File: src/rtl/aes_pkg.sv
// Shared constants for the AES Wishbone register front-end: register map,
// CTRL/STATUS bit positions, KEY command bits and the sequencer states.
package aes_pkg;

  localparam int unsigned WORD_W = 32;
  localparam int unsigned BLK_W  = 128;

  // Byte offsets within the decoded window
  localparam int unsigned A_CTRL = 'h00;
  localparam int unsigned A_ENC  = 'h04;
  localparam int unsigned A_DEC  = 'h08;
  localparam int unsigned A_KEY  = 'h0C;
  localparam int unsigned A_DIN  = 'h10;
  localparam int unsigned A_IV   = 'h20;
  localparam int unsigned A_RES0 = 'h30;
  localparam int unsigned A_RES1 = 'h34;
  localparam int unsigned A_RES2 = 'h38;
  localparam int unsigned A_RES3 = 'h3C;
  localparam int unsigned A_KEYP = 'h40;

  localparam int CTRL_KEYRDY = 0;
  localparam int CTRL_IDLE   = 1;
  localparam int CTRL_DONE   = 2;
  localparam int CTRL_CBC    = 3;
  localparam int CTRL_AES256 = 4;

  localparam int KCMD_EXPAND = 0;
  localparam int KCMD_HI     = 1;

  typedef enum logic [1:0] {
    ST_IDLE   = 2'd0,
    ST_KEYGEN = 2'd1,
    ST_RUN    = 2'd2
  } state_e;

endpackage

File: src/rtl/aes_wb_pushreg.sv
// 128-bit register filled one 32-bit word at a time; the oldest word falls
// off the top. A parallel load (used for CBC chaining) takes priority.
module aes_wb_pushreg
  import aes_pkg::*;
(
  input  logic              i_clk,
  input  logic              i_rst_n,
  input  logic              i_push,
  input  logic [WORD_W-1:0] i_dat,
  input  logic              i_load,
  input  logic [BLK_W-1:0]  i_load_dat,
  output logic [BLK_W-1:0]  o_q
);

  logic [BLK_W-1:0] r_q;

  always_ff @(posedge i_clk or negedge i_rst_n) begin
    if (!i_rst_n)    r_q <= '0;
    else if (i_load) r_q <= i_load_dat;
    else if (i_push) r_q <= {r_q[BLK_W-WORD_W-1:0], i_dat};
  end

  assign o_q = r_q;

endmodule

File: src/rtl/aes_wb_regs.sv
// Wishbone classic slave front-end for the AES core: register decode, key/IV/
// data loading, command pulses, CBC chaining and a small op sequencer.
module aes_wb_regs
  import aes_pkg::*;
#(
  parameter int ADDR_BITS = 8
)(
  input  logic         wb_clk_i,
  input  logic         wb_rst_ni,
  input  logic         wbs_stb_i,
  input  logic         wbs_cyc_i,
  input  logic         wbs_we_i,
  input  logic [3:0]   wbs_sel_i,
  input  logic [31:0]  wbs_adr_i,
  input  logic [31:0]  wbs_dat_i,
  output logic [31:0]  wbs_dat_o,
  output logic         wbs_ack_o,
  output logic         aes256_o,
  output logic [255:0] key_o,
  output logic         key_expand_o,
  input  logic         key_done_i,
  output logic [127:0] blk_o,
  output logic         enc_start_o,
  output logic         dec_start_o,
  input  logic [127:0] blk_i,
  input  logic         blk_valid_i
);

  state_e r_state, w_state_nx;

  logic         r_ack;
  logic [31:0]  r_dat;
  logic         r_cbc, r_aes256, r_done, r_key_rdy, r_dec;
  logic         r_enc_start, r_dec_start, r_key_expand;
  logic [127:0] r_key_hi, r_blk, r_result;

  logic [127:0] w_din, w_iv, w_key_lo, w_iv_nx;
  logic [31:0]  w_rd_dat;
  logic [ADDR_BITS-1:0] w_off;
  logic w_acc, w_wr, w_idle, w_wr_ok;
  logic w_sel_ctrl, w_sel_enc, w_sel_dec, w_sel_key, w_sel_din, w_sel_iv, w_sel_keyp;
  logic w_start_enc, w_start_dec, w_key_exp, w_key_hi, w_keyed, w_finish, w_iv_load;
  logic w_unused;

  assign w_unused = ^{wbs_adr_i[31:ADDR_BITS], wbs_adr_i[1:0]};

  assign w_off  = {wbs_adr_i[ADDR_BITS-1:2], 2'b00};
  assign w_acc  = wbs_stb_i & wbs_cyc_i & ~r_ack;
  assign w_wr   = w_acc & wbs_we_i & (wbs_sel_i == 4'hF);
  assign w_idle = (r_state == ST_IDLE);
  // Any state-changing write is dropped while an operation is in flight
  assign w_wr_ok = w_wr & w_idle;

  assign w_sel_ctrl = (w_off == ADDR_BITS'(A_CTRL));
  assign w_sel_enc  = (w_off == ADDR_BITS'(A_ENC));
  assign w_sel_dec  = (w_off == ADDR_BITS'(A_DEC));
  assign w_sel_key  = (w_off == ADDR_BITS'(A_KEY));
  assign w_sel_din  = (w_off == ADDR_BITS'(A_DIN));
  assign w_sel_iv   = (w_off == ADDR_BITS'(A_IV));
  assign w_sel_keyp = (w_off == ADDR_BITS'(A_KEYP));

  assign w_start_enc = w_wr_ok & w_sel_enc & wbs_dat_i[0] & r_key_rdy;
  assign w_start_dec = w_wr_ok & w_sel_dec & wbs_dat_i[0] & r_key_rdy;
  assign w_key_exp   = w_wr_ok & w_sel_key & wbs_dat_i[KCMD_EXPAND];
  assign w_key_hi    = w_wr_ok & w_sel_key & wbs_dat_i[KCMD_HI];
  assign w_keyed     = (r_state == ST_KEYGEN) & key_done_i;
  assign w_finish    = (r_state == ST_RUN) & blk_valid_i;

  // CBC: encrypt chains on the ciphertext out, decrypt on the ciphertext in
  assign w_iv_load = w_finish & r_cbc;
  assign w_iv_nx   = r_dec ? w_din : blk_i;

  aes_wb_pushreg u_din (
    .i_clk(wb_clk_i), .i_rst_n(wb_rst_ni), .i_push(w_wr_ok & w_sel_din),
    .i_dat(wbs_dat_i), .i_load(1'b0), .i_load_dat('0), .o_q(w_din)
  );

  aes_wb_pushreg u_iv (
    .i_clk(wb_clk_i), .i_rst_n(wb_rst_ni), .i_push(w_wr_ok & w_sel_iv),
    .i_dat(wbs_dat_i), .i_load(w_iv_load), .i_load_dat(w_iv_nx), .o_q(w_iv)
  );

  aes_wb_pushreg u_key (
    .i_clk(wb_clk_i), .i_rst_n(wb_rst_ni), .i_push(w_wr_ok & w_sel_keyp),
    .i_dat(wbs_dat_i), .i_load(1'b0), .i_load_dat('0), .o_q(w_key_lo)
  );

  always_comb begin
    w_state_nx = r_state;
    case (r_state)
      ST_IDLE: begin
        if (w_start_enc || w_start_dec) w_state_nx = ST_RUN;
        else if (w_key_exp)             w_state_nx = ST_KEYGEN;
      end
      ST_KEYGEN: if (key_done_i)  w_state_nx = ST_IDLE;
      ST_RUN:    if (blk_valid_i) w_state_nx = ST_IDLE;
      default:   w_state_nx = ST_IDLE;
    endcase
  end

  always_ff @(posedge wb_clk_i or negedge wb_rst_ni) begin
    if (!wb_rst_ni) r_state <= ST_IDLE;
    else            r_state <= w_state_nx;
  end

  always_comb begin
    w_rd_dat = '0;
    case (w_off)
      ADDR_BITS'(A_CTRL): w_rd_dat = {27'b0, r_aes256, r_cbc, r_done, w_idle, r_key_rdy};
      ADDR_BITS'(A_RES0): w_rd_dat = r_result[127:96];
      ADDR_BITS'(A_RES1): w_rd_dat = r_result[95:64];
      ADDR_BITS'(A_RES2): w_rd_dat = r_result[63:32];
      ADDR_BITS'(A_RES3): w_rd_dat = r_result[31:0];
      default:            w_rd_dat = '0;
    endcase
  end

  always_ff @(posedge wb_clk_i or negedge wb_rst_ni) begin
    if (!wb_rst_ni) begin
      r_ack        <= 1'b0;
      r_dat        <= '0;
      r_cbc        <= 1'b0;
      r_aes256     <= 1'b0;
      r_done       <= 1'b0;
      r_key_rdy    <= 1'b0;
      r_dec        <= 1'b0;
      r_enc_start  <= 1'b0;
      r_dec_start  <= 1'b0;
      r_key_expand <= 1'b0;
      r_key_hi     <= '0;
      r_blk        <= '0;
      r_result     <= '0;
    end else begin
      r_ack        <= w_acc;
      r_dat        <= (w_acc && !wbs_we_i) ? w_rd_dat : '0;
      r_enc_start  <= w_start_enc;
      r_dec_start  <= w_start_dec;
      r_key_expand <= w_key_exp;
      if (w_wr_ok && w_sel_ctrl) begin
        r_cbc    <= wbs_dat_i[CTRL_CBC];
        r_aes256 <= wbs_dat_i[CTRL_AES256];
      end
      if (w_key_hi) r_key_hi <= w_key_lo;
      if (w_key_exp)    r_key_rdy <= 1'b0;
      else if (w_keyed) r_key_rdy <= 1'b1;
      // Input block is frozen here so later pushes cannot disturb the core
      if (w_start_enc || w_start_dec) begin
        r_done <= 1'b0;
        r_dec  <= w_start_dec;
        r_blk  <= (r_cbc && w_start_enc) ? (w_din ^ w_iv) : w_din;
      end
      if (w_finish) begin
        r_done   <= 1'b1;
        r_result <= (r_cbc && r_dec) ? (blk_i ^ w_iv) : blk_i;
      end
    end
  end

  assign wbs_ack_o    = r_ack;
  assign wbs_dat_o    = r_dat;
  assign aes256_o     = r_aes256;
  assign key_o        = {r_key_hi, w_key_lo};
  assign key_expand_o = r_key_expand;
  assign blk_o        = r_blk;
  assign enc_start_o  = r_enc_start;
  assign dec_start_o  = r_dec_start;

endmodule

File: config.mk
export PLATFORM = sky130hd
export DESIGN_NAME = aes_wb_regs
export DESIGN_NICKNAME = d
export VERILOG_FILES = /design/src/rtl/aes_pkg.sv /design/src/rtl/aes_wb_pushreg.sv /design/src/rtl/aes_wb_regs.sv
export SDC_FILE = /design/constraint.sdc
export NUM_CORES = 1
export LEC_CHECK = 0
export CORE_MARGIN = 2
export CORE_UTILIZATION = 30
export DETAILED_ROUTE_END_ITERATION = 16
export PLACE_DENSITY = 0.57
export SYNTH_ARGS = -nofsm -noshare
export SYNTH_HDL_FRONTEND = slang
export SYNTH_SLANG_ARGS = --single-unit
File: constraint.sdc
create_clock -name wb_clk_i -period 2 [get_ports wb_clk_i]
set_clock_uncertainty 0.05 [all_clocks]
set_input_delay 0.2 -clock wb_clk_i [delete_from_list [all_inputs] [get_ports wb_clk_i]]
set_output_delay 0.2 -clock wb_clk_i [all_outputs]
set_load 0.01 [all_outputs]
==> results of run 1 <==
## cell usage after synthesis, types with 3 or more instances
library cell	instances
a21oi_1	28
a22oi_1	192
a31oi_1	134
and2_1	3
buf_1	5
buf_2	29
buf_4	16
buf_6	21
clkbuf_1	159
dfrtp_1	811
inv_1	6
mux2_1	126
mux2_2	387
mux2i_1	128
nand2_1	391
nand3_1	4
nand4_1	3
nor2_1	10
nor4b_1	3
o21ai_0	259
or4_1	4
xnor2_1	128
xor2_1	128
## power by group through the flow
stage / sequential (mW) / clock (mW) / combinational, mW
final: 17.1 / 18.0 / 2.22
after CTS: 17.1 / 18.5 / 2.26
after global routing: 17.2 / 19.1 / 2.48
after floorplan: 17.3 / 0 / 0.862
after global placement: 17.4 / 0 / 2.20
after detailed placement: 17.4 / 0 / 2.23
## registers in the layout, summed over array words and instances (netlist names), 2 cells and up
register   count
u_iv.o_q     128
u_din.o_q    128
r_result     128
wbs_dat_o     32
r_state        2
u_key.o_q    128
r_key_hi     128
blk_o        128
## repair_timing
action / 4_1_cts / 5_1_grt
endpoints found under the setup margin: 757 / 755
pin swaps: 4 / 4
hold buffers: 3 / 0
buffers inserted: 19 / 5
cloned: 9 / 11
gates resized for setup: 106 / 36
hold endpoints to repair: 707 / 0
## per-layer routing
| metal | part of all wire | GRT usage |
|---|---|---|
| met1 | 0.43 | 0.292 |
| met2 | 0.46 | 0.337 |
| met3 | 0.080 | 0.0632 |
| met4 | 0.026 | 0.0611 |
| met5 | 0.0017 | 0 |
## worst paths after layout
path / start / to / slack (ns) / cells after the start
worst max-delay path: wbs_ack_o / blk_o[59] / -0.69 / 8
worst min-delay path: key_done_i / r_state[0] / 0.12 / 2
worst max register to register: wbs_ack_o / blk_o[59] / -0.69 / 8
worst min register to register: r_result[83] / r_result[83] / 0.43 / 2
max in group asynchronous: wb_rst_ni / u_key.o_q[89] / 0.37 / 3
min in group asynchronous: wb_rst_ni / r_key_hi[85] / 0.26 / 3
## critical path, delay by kind of cell, from the launching register on
family,cells,cell delay [ns]
and+or+nand+nor,2,0.82
muxes,1,0.34
AOI/OAI and AO/OA,1,0.18
buffers and inverters,4,0.73
DFF,1,0.41
## stage by stage
| stage | area (um^2) | utilization |
|---|---|---|
| after floorplan | 36300 | - |
| final | 50600 | 0.422 |
| after CTS | 50100 | 0.418 |
| after detailed placement | 46000 | 0.383 |
| after global routing | 50600 | 0.422 |
| after global placement | 46000 | 0.383 |
## kinds of logic (layout without fill, tap and decap cells)
family | Yosys count | in the layout
flops | 811 | 811
other cells | 0 | 9
compound gates | 617 | 617
simple gates | 436 | 436
mux | 641 | 641
buf+inv | 236 | 1057
xor+xnor | 256 | 256
## final cells by class
class / count / area (um^2)
Antenna cell: 9 / 22.5
Clock buffer: 143 / 2810
Clock inverter: 33 / 419
Fill cell: 11300 / 69400
Inverter: 6 / 22.5
Multi-Input combinational cell: 1950 / 15300
Sequential cell: 811 / 20300
Tap cell: 1612 / 2020
Timing Repair Buffer: 875 / 9750
==> summary.md, run 1 <==
| Metric | Value |
|---|---|
| Slew Limit Fails | 0 |
| Die X | between 300 and 400 um |
| Post-DP HPWL | about 97,000 um |
| Final Setup Violations | around 700 |
| Initial drt markers | around 1,800 |
| RSZ-0062 raised after global routing | yes |
| Max FO, Critical Path | 16 |
| Clock tree sinks | 811 |
| Switching power total | 8.97 mW |
| Outcome | finished with violations |
| Setup WS post-layout | -0.688 ns |
| Max incr delay on CP | between 0.5 and 0.6 ns |
| Clk slew on worst S/H paths | about 0.060 ns |
| Synth unique cells | 40 |
| Core area | 0.120 mm^2 |
| Initial core utilization | 0.302 |
| Tmin final | approximately 2.7 ns |
| Leading cell types in the layout, fill and taps excluded | 810 x dfrtp_1, 596 x clkdlybuf4s50_1, 391 x nand2_1 |
| Area Overhead vs Synth | 39.6% |
| Commonest non-fill, non-tap cell in the layout | dfrtp_1 |
| Clock latency on the worst-skew pair | approximately 0.68 ns |
| Hold Violations, Final | 0 |
| Mux cell area share after synthesis | 0.195 |
| Largest area contributor in the netlist | dfrtp_1 |
| Initial antenna violation count | 38 |
| Relative slew slack | 0.438 |
| Routed Antenna Nets | 0 |
| Slew @ Worst Pin | between 0.8 and 0.9 ns |
| Startpoint Class | flop |
| Cell Chain, Critical Path | nand3b_1, buf_4, or4_4, a211oi_4, buf_4, buf_12, buf_12, mux2_2 |
| Number of synthesized register bits | ~800 |
| WP data required | roughly 2.5 ns |
| H-tree depth | 3 |
| Drt drc | 0 |
| Hold Crit Class | in2reg |
| Synth Area in Adders | 0 |
| Vias in the first global route | between 20,000 and 30,000 |
| Post-synth top area share | 0.560 |
| Drt first pass iters | 5 |
| Vias post-DR | roughly 27,000 |
| Flop pwr share | 0.458 |
| Simple-gate portion of the synthesized area | 0.0485 |
| Largest net degree at the start of global routing | around 130 |
| Max-Cap Viols | 0 |
| Synth Area in XOR/XNOR | 0.0619 |
| Minimum hold slack | 0.120 ns |
| Die H | between 300 and 400 um |
| Total power | between 30 and 40 mW |
| Number of flops mapped to enable cells by yosys | 0 |
| Cells after Synth | roughly 3,000 |
| Final #Nets | approximately 4,000 |
| CTS buffer count | 94 |
| Setup TNS | -359.77 ns |
| Global-route wire length before repair | 198,000 um |
| Gp weighted congestion | about 0.82 |
| Wire per inst | between 20 and 30 um |
| TritonCTS clock tree | built |
| Remaining Overflow, GRT | 0 |
| Routed vias/inst | around 5 |
| Pre-CTS WS | -0.996 ns |
| CP arrival | ~3.2 ns |
| Largest family of logic cells by synthesized area | multiplexers |
| P_int | about 28 mW |
| Share of layout cells above drive strength 1 | 0.222 |
| Sw Share | 0.240 |
| Highest Clock Rate | between 300 and 400 MHz |
| Setup CP Type | reg2reg |
| I/O pin cnt | between 600 and 700 |
| Clock power frac | 0.482 |
| Synth warn | 0 |
| Primary FF master, synth | dfrtp_1 |
| Seq/Total Area, Yosys | 0.560 |
| Cell Area, Synth | roughly 0.036 mm^2 |
| Synth Net Count | between 3,000 and 4,000 |
| Placed Cells | ~5,200 |
| Synth top area cells | dfrtp_1 56%, mux2_2 12%, nand2_1 4.0% |
| Failing checks | negative setup slack |
| Port Buffers | approximately 600 |
| Part of the power in combinational logic | 0.060 |
| Rows | 127 |
| P per Cell Area | between 700 and 800 mW/mm^2 |
| Total GRT Usage | 0.217 |
| Die area | ~0.12 mm^2 |
| Avg Synthesized Cell Area | ~12 um^2 |
| Leak | ~23 nW |
| Final worst-path cycle share | 1.34 |
| Clk Tree Root Cell | clkbuf_16 |
| Worst-case clock buffer depth | 3 |
| Routed WL | 139,000 um |
| Final Non-Filler Cells | around 5,400 |
| Worst Setup End Kind | flop |
| Fraction of registers with async set or reset after synthesis | 1.00 |
| Crit-path slowest cell | or4_4 |
| Max VDD drop | 0.648 mV |
| Compound-gate portion of the synthesized area | 0.104 |
(Power assumes the default switching activity.)
==> inputs of run 2 (changes only) <==
- PLACE_DENSITY: 0.57 -> default
==> run 2 against run 1 <==
Against the previous run: the run still ends with negative setup slack left; sequential power about the same; power increased by 0.15%; die area unchanged; sequential cell count unchanged; sequential share of layout area decreased by 2.0 points; register-to-register slack improved by 0.20 ns; via count increased by 3.3%; wire length increased by 7.1%; utilization increased by 2.3 points; highest routed layer unchanged.
==> summary.md, run 2 (synthesis results as in run 1) <==
| Metric | Value |
|---|---|
| Die X | roughly 350 um |
| Die H | roughly 350 um |
| Vias post-DR | around 28,000 |
| Leak | roughly 25 nW |
| Design area | 0.0533 mm^2 |
| Max-Cap Viols | 0 |
| Highest Clock Rate | 402 MHz |
| WP data required | between 2 and 3 ns |
| Port Buffers | just under 600 |
| Max VDD drop | between 0.6 and 0.7 mV |
| Die area | roughly 0.12 mm^2 |
| Initial core utilization | 0.302 |
| Final Setup Violations | ~660 |
| Slew @ Worst Pin | approximately 0.97 ns |
| Part of the power in combinational logic | 0.062 |
| Share of layout cells above drive strength 1 | 0.305 |
| P_int | between 20 and 30 mW |
| Clk Tree Root Cell | clkbuf_16 |
| Largest net degree at the start of global routing | around 130 |
| R2r setup slk | -0.49 ns |
| Worst reg-to-reg path cell count | 7 |
| Leading cell types in the layout, fill and taps excluded | 773 x dfrtp_1, 528 x clkdlybuf4s50_1, 391 x nand2_1 |
| Worst Hold Depth | 2 |
| Initial antenna violation count | 31 |
| Commonest non-fill, non-tap cell in the layout | dfrtp_1 |
| Final Non-Filler Cells | about 5,500 |
| Worst R2R Start | r_state[0] |
| Area Overhead vs Synth | 47.2% |
| Routed Antenna Nets | 0 |
| Cell Chain, Critical Path | or2_4, or4_4, a211oi_4, buf_6, buf_16, buf_12, mux2_2 |
| Setup CP Type | reg2reg |
| Clock power frac | 0.479 |
| Worst-case clock buffer depth | 3 |
| Failing checks | negative setup slack |
| Worst setup path startpoint | r_state[0] |
| Hold Crit Class | in2reg |
| WHS Endpoint | r_state[0] |
| R2R Path End | blk_o[112] |
| Final #Nets | approximately 4,000 |
| Global-route wire length before repair | between 150,000 and 200,000 um |
| Vias in the first global route | 27,200 |
| Final worst-path cycle share | 1.24 |
| Initial drt markers | about 2,300 |
| TritonCTS clock tree | built |
| Wire per inst | approximately 27 um |
| Setup TNS | -217.95 ns |
| Clk slew on worst S/H paths | 0.06 ns |
| I/O pin cnt | roughly 620 |
| Hold Violations, Final | 0 |
| Routed vias/inst | approximately 5.1 |
| Max incr delay on CP | roughly 0.53 ns |
| WP depth | 7 |
| CP bufs+invs | 3 |
| Max FO, Critical Path | 16 |
| Drt first pass iters | 5 |
| P per Cell Area | between 700 and 800 mW/mm^2 |
| RSZ-0062 raised after global routing | yes |
| CTS buffer count | 93 |
| Remaining Overflow, GRT | 0 |
| Post-DP HPWL | 96,800 um |
| H-tree depth | 3 |
| Total GRT Usage | 0.214 |
| Routed WL | 149,000 um |
| Crit path max-delay family | simple AND/OR/NAND/NOR gates |
| Tmin final | about 2.5 ns |
| Placed Area | ~0.046 mm^2 |
| Setup WS post-layout | -0.487 ns |
| Outcome | finished with violations |
| CP arrival | ~3.0 ns |
| Switching power total | around 8.9 mW |
| Rows | around 130 |
| Placed Cells | 5,194 |
| Hold Path Origin | key_done_i |
| Sw Share | 0.239 |
| Core area | approximately 0.12 mm^2 |
| Worst Setup End Kind | flop |
| Relative slew slack | 0.351 |
| Crit-path slowest cell | or4_4 |
| Clock tree sinks | around 800 |
| Slew Limit Fails | 0 |
| Drt drc | 0 |
| Flop pwr share | 0.459 |
| Clock latency on the worst-skew pair | 0.68 ns |
| Gp weighted congestion | ~0.84 |
| Startpoint Class | flop |
[run 2: how the worst max path moves through the flow]
stage,endpoint,slack (ns)
2_1_floorplan,blk_o[39],-0.28
3_3_place_gp,blk_o[96],-1.07
3_5_place_dp,blk_o[66],-1.05
4_1_cts,blk_o[13],-0.46
5_1_grt,blk_o[103],-0.53
6_report,blk_o[112],-0.49
[run 2: power by group through the flow]
stage	combinational, mW	clock, mW	sequential [mW]
after global routing	2.57	18.9	17.2
after global placement	2.19	0	17.4
after floorplan	0.862	0	17.3
after CTS	2.25	18.2	17.1
after detailed placement	2.21	0	17.4
final	2.32	17.9	17.2
[run 2: layout make-up]
cell class,count,area [um^2]
Tap cell,1612,2020
Inverter,6,22.5
Fill cell,10900,66600
Antenna cell,11,27.5
Timing Repair Buffer,908,10800
Clock buffer,136,2760
Sequential cell,811,20300
Clock inverter,34,465
Multi-Input combinational cell,1950,16900
[run 2: repair_timing]
| item | 4_1_cts | 5_1_grt |
|---|---|---|
| setup buffers | 7 | 28 |
| resized for setup | 100 | 729 |
| cloned | 3 | 60 |
| endpoints found under the setup margin | 750 | 779 |
| hold buffers | 2 | 0 |
| pin swaps | 2 | 119 |
| hold endpoints to repair | 693 | 0 |
[run 2: per-stage QoR]
stage | hold WS, ns | utilization | total power [mW] | setup slack (ns)
finish | 0.139 | 0.445 | 37.4 | -0.487
global route | 0.119 | 0.445 | 38.6 | -0.526
CTS | 0.0608 | 0.412 | 37.6 | -0.462
detailed placement | 0.0814 | 0.381 | 19.6 | -1.05
global placement | 0.0841 | 0.381 | 19.6 | -1.07
floorplan | -0.146 | - | 18.2 | -0.282
[run 2: per-layer routing]
metal	vias to the layer above	GRT usage	part of all wire
met5	-	0	0.0011
met1	14400	0.293	0.42
met2	1086	0.335	0.47
li1	12200	-	-
met4	26	0.0510	0.026
met3	225	0.0589	0.083
==> inputs of run 3 (changes only) <==
- GPL_TIMING_DRIVEN: default -> 0
==> run 3 against run 2 <==
Against the previous run: the flow finishes with violations (negative hold slack, negative setup slack); utilization is 0.49 points higher; critical path depth stayed put; clock power hardly changed; setup slack worse by 0.14 ns; sequential cell count stayed put; critical endpoint is now blk_o[51]; largest cell class unchanged; largest power group unchanged.
==> summary.md, run 3 (synthesis results as in run 1) <==
| Metric | Value |
|---|---|
| Outcome | finished with violations |
| Failing checks | negative hold slack, negative setup slack |
| Clock tree sinks | between 800 and 900 |
| CP arrival | between 3 and 4 ns |
| Worst-case clock buffer depth | 3 |
| Worst Setup End Kind | flop |
| Routed WL | between 150,000 and 200,000 um |
| Area Overhead vs Synth | 48.8% |
| Vias post-DR | between 20,000 and 30,000 |
| Total GRT Usage | 0.248 |
| Vias in the first global route | 29,200 |
| Max VDD drop | about 0.70 mV |
| Worst setup path startpoint | r_state[0] |
| Leak | between 20 and 25 nW |
| RSZ-0062 raised after global routing | yes |
| Placed Area | between 0.04 and 0.05 mm^2 |
| Commonest non-fill, non-tap cell in the layout | dfrtp_1 |
| Tmin final | approximately 2.6 ns |
| Final #Nets | about 4,000 |
| Gp weighted congestion | around 0.94 |
| Clock latency on the worst-skew pair | 0.69 ns |
| Max FO, Critical Path | 10 |
| H-tree depth | 3 |
| Clk Tree Root Cell | clkbuf_16 |
| Total power | roughly 38 mW |
| Drt drc | 0 |
| Setup WS post-layout | -0.626 ns |
| P per Cell Area | ~700 mW/mm^2 |
| Port Buffers | 597 |
| WP data required | approximately 2.5 ns |
| Remaining Overflow, GRT | 0 |
| Max-Cap Viols | 0 |
| Setup CP Type | reg2reg |
| Final Setup Violations | 707 |
| Die area | about 0.12 mm^2 |
| Initial drt markers | roughly 3,000 |
| Hold Crit Class | in2async |
| I/O pin cnt | 624 |
| CTS buffer count | 94 |
| Clk slew on worst S/H paths | ~0.060 ns |
| Share of layout cells above drive strength 1 | 0.308 |
| Wire per inst | 29.7 um |
| Global-route wire length before repair | ~220,000 um |
| Met1 WL | about 65,000 um |
| Met3 wire length | between 10,000 and 15,000 um |
| Routed vias/inst | 5.25 |
| Initial core utilization | 0.302 |
| Worst R2R Start | r_state[0] |
| Drt first pass iters | 6 |
| Post-DP HPWL | 116,000 um |
| Final worst-path cycle share | 1.31 |
| Routed Antenna Nets | 0 |
| Slew Limit Fails | 0 |
| Largest net degree at the start of global routing | 114 |
| Die X | between 300 and 400 um |
| Hold Violations, Final | 191 |
| Die H | between 300 and 400 um |
| TritonCTS clock tree | built |
| Minimum hold slack | -0.613 ns |
| Slew @ Worst Pin | 1.14 ns |
| Initial antenna violation count | 41 |
| Startpoint Class | flop |
| Design area | between 0.05 and 0.06 mm^2 |
| Relative slew slack | 0.239 |
| Highest Clock Rate | approximately 380 MHz |
| Leading cell types in the layout, fill and taps excluded | 808 x dfrtp_1, 596 x clkdlybuf4s50_1, 391 x nand2_1 |
| DR WL met2 | 77,700 um |
| Top Metal Used | met5 |
| Rows | 127 |
| Core area | about 0.12 mm^2 |
-- run 3: repair_timing --
item / in CTS / in global routing
resized for setup: 517 / 763
cloned: 30 / 39
pin swaps: 120 / 177
hold endpoints to repair: 85 / 171
setup buffers: 48 / 50
endpoints found under the setup margin: 953 / 1036
-- run 3: report_power, final --
part	switching (mW)	internal, mW	total, mW
Sequential	0.466	16.8	17.3
Clock	7.36	10.9	18.2
Combinational	1.34	0.997	2.34
Total	9.17	28.6	37.8
-- run 3: per-stage QoR --
step | setup WS, ns | hold WS (ns) | setup TNS [ns] | utilization | cells
5_1_grt | -0.646 | -0.599 | -336.20 | 0.449 | 5535
6_report | -0.626 | -0.613 | -312.24 | 0.449 | 5538
2_1_floorplan | -0.282 | -0.146 | -105.07 | - | 2997
3_5_place_dp | -1.78 | 0.201 | -1335.63 | 0.371 | 5214
3_3_place_gp | -37.72 | 0.413 | - | 0.369 | 5206
4_1_cts | -0.574 | -0.532 | -403.84 | 0.422 | 5462
-- run 3: final cells by class --
type                            instances  area [um^2]
Fill cell                           11000        66000
Sequential cell                       811        20300
Multi-Input combinational cell       1950        17300
Timing Repair Buffer                  757         8850
Clock buffer                          141         2850
Buffer                                219         2230
Tap cell                             1612         2020
Clock inverter                         30          382
Antenna cell                           12         30.0
Inverter                                6         22.5
-- run 3: routing by layer --
metal / up-vias / GRT usage
met4: 40 / 0.0968
met5: - / 0
met3: 377 / 0.0751
met1: 15000 / 0.306
met2: 1363 / 0.408
li1: 12300 / -
-- run 3: critical path, cell delays in order (launching register included) --
cell and delay, ns:
dfrtp_2 0.44, or2_4 0.27, or4_4 0.58, a211oi_4 0.22, buf_12 0.18, buf_16 0.19, buf_16 0.19, mux2_2 0.35
-- run 3: path summary, 6_finish.rpt --
check                                to  slack (ns)  depth (start not counted)
max in group asynchronous  r_result[93]        0.35                          6
max                           blk_o[51]       -0.63                          7
min in group wb_clk_i        r_state[0]        0.05                          2
min reg2reg                r_result[38]        0.43                          2
min                         enc_start_o       -0.61                          1
max reg2reg                   blk_o[51]       -0.63                          7
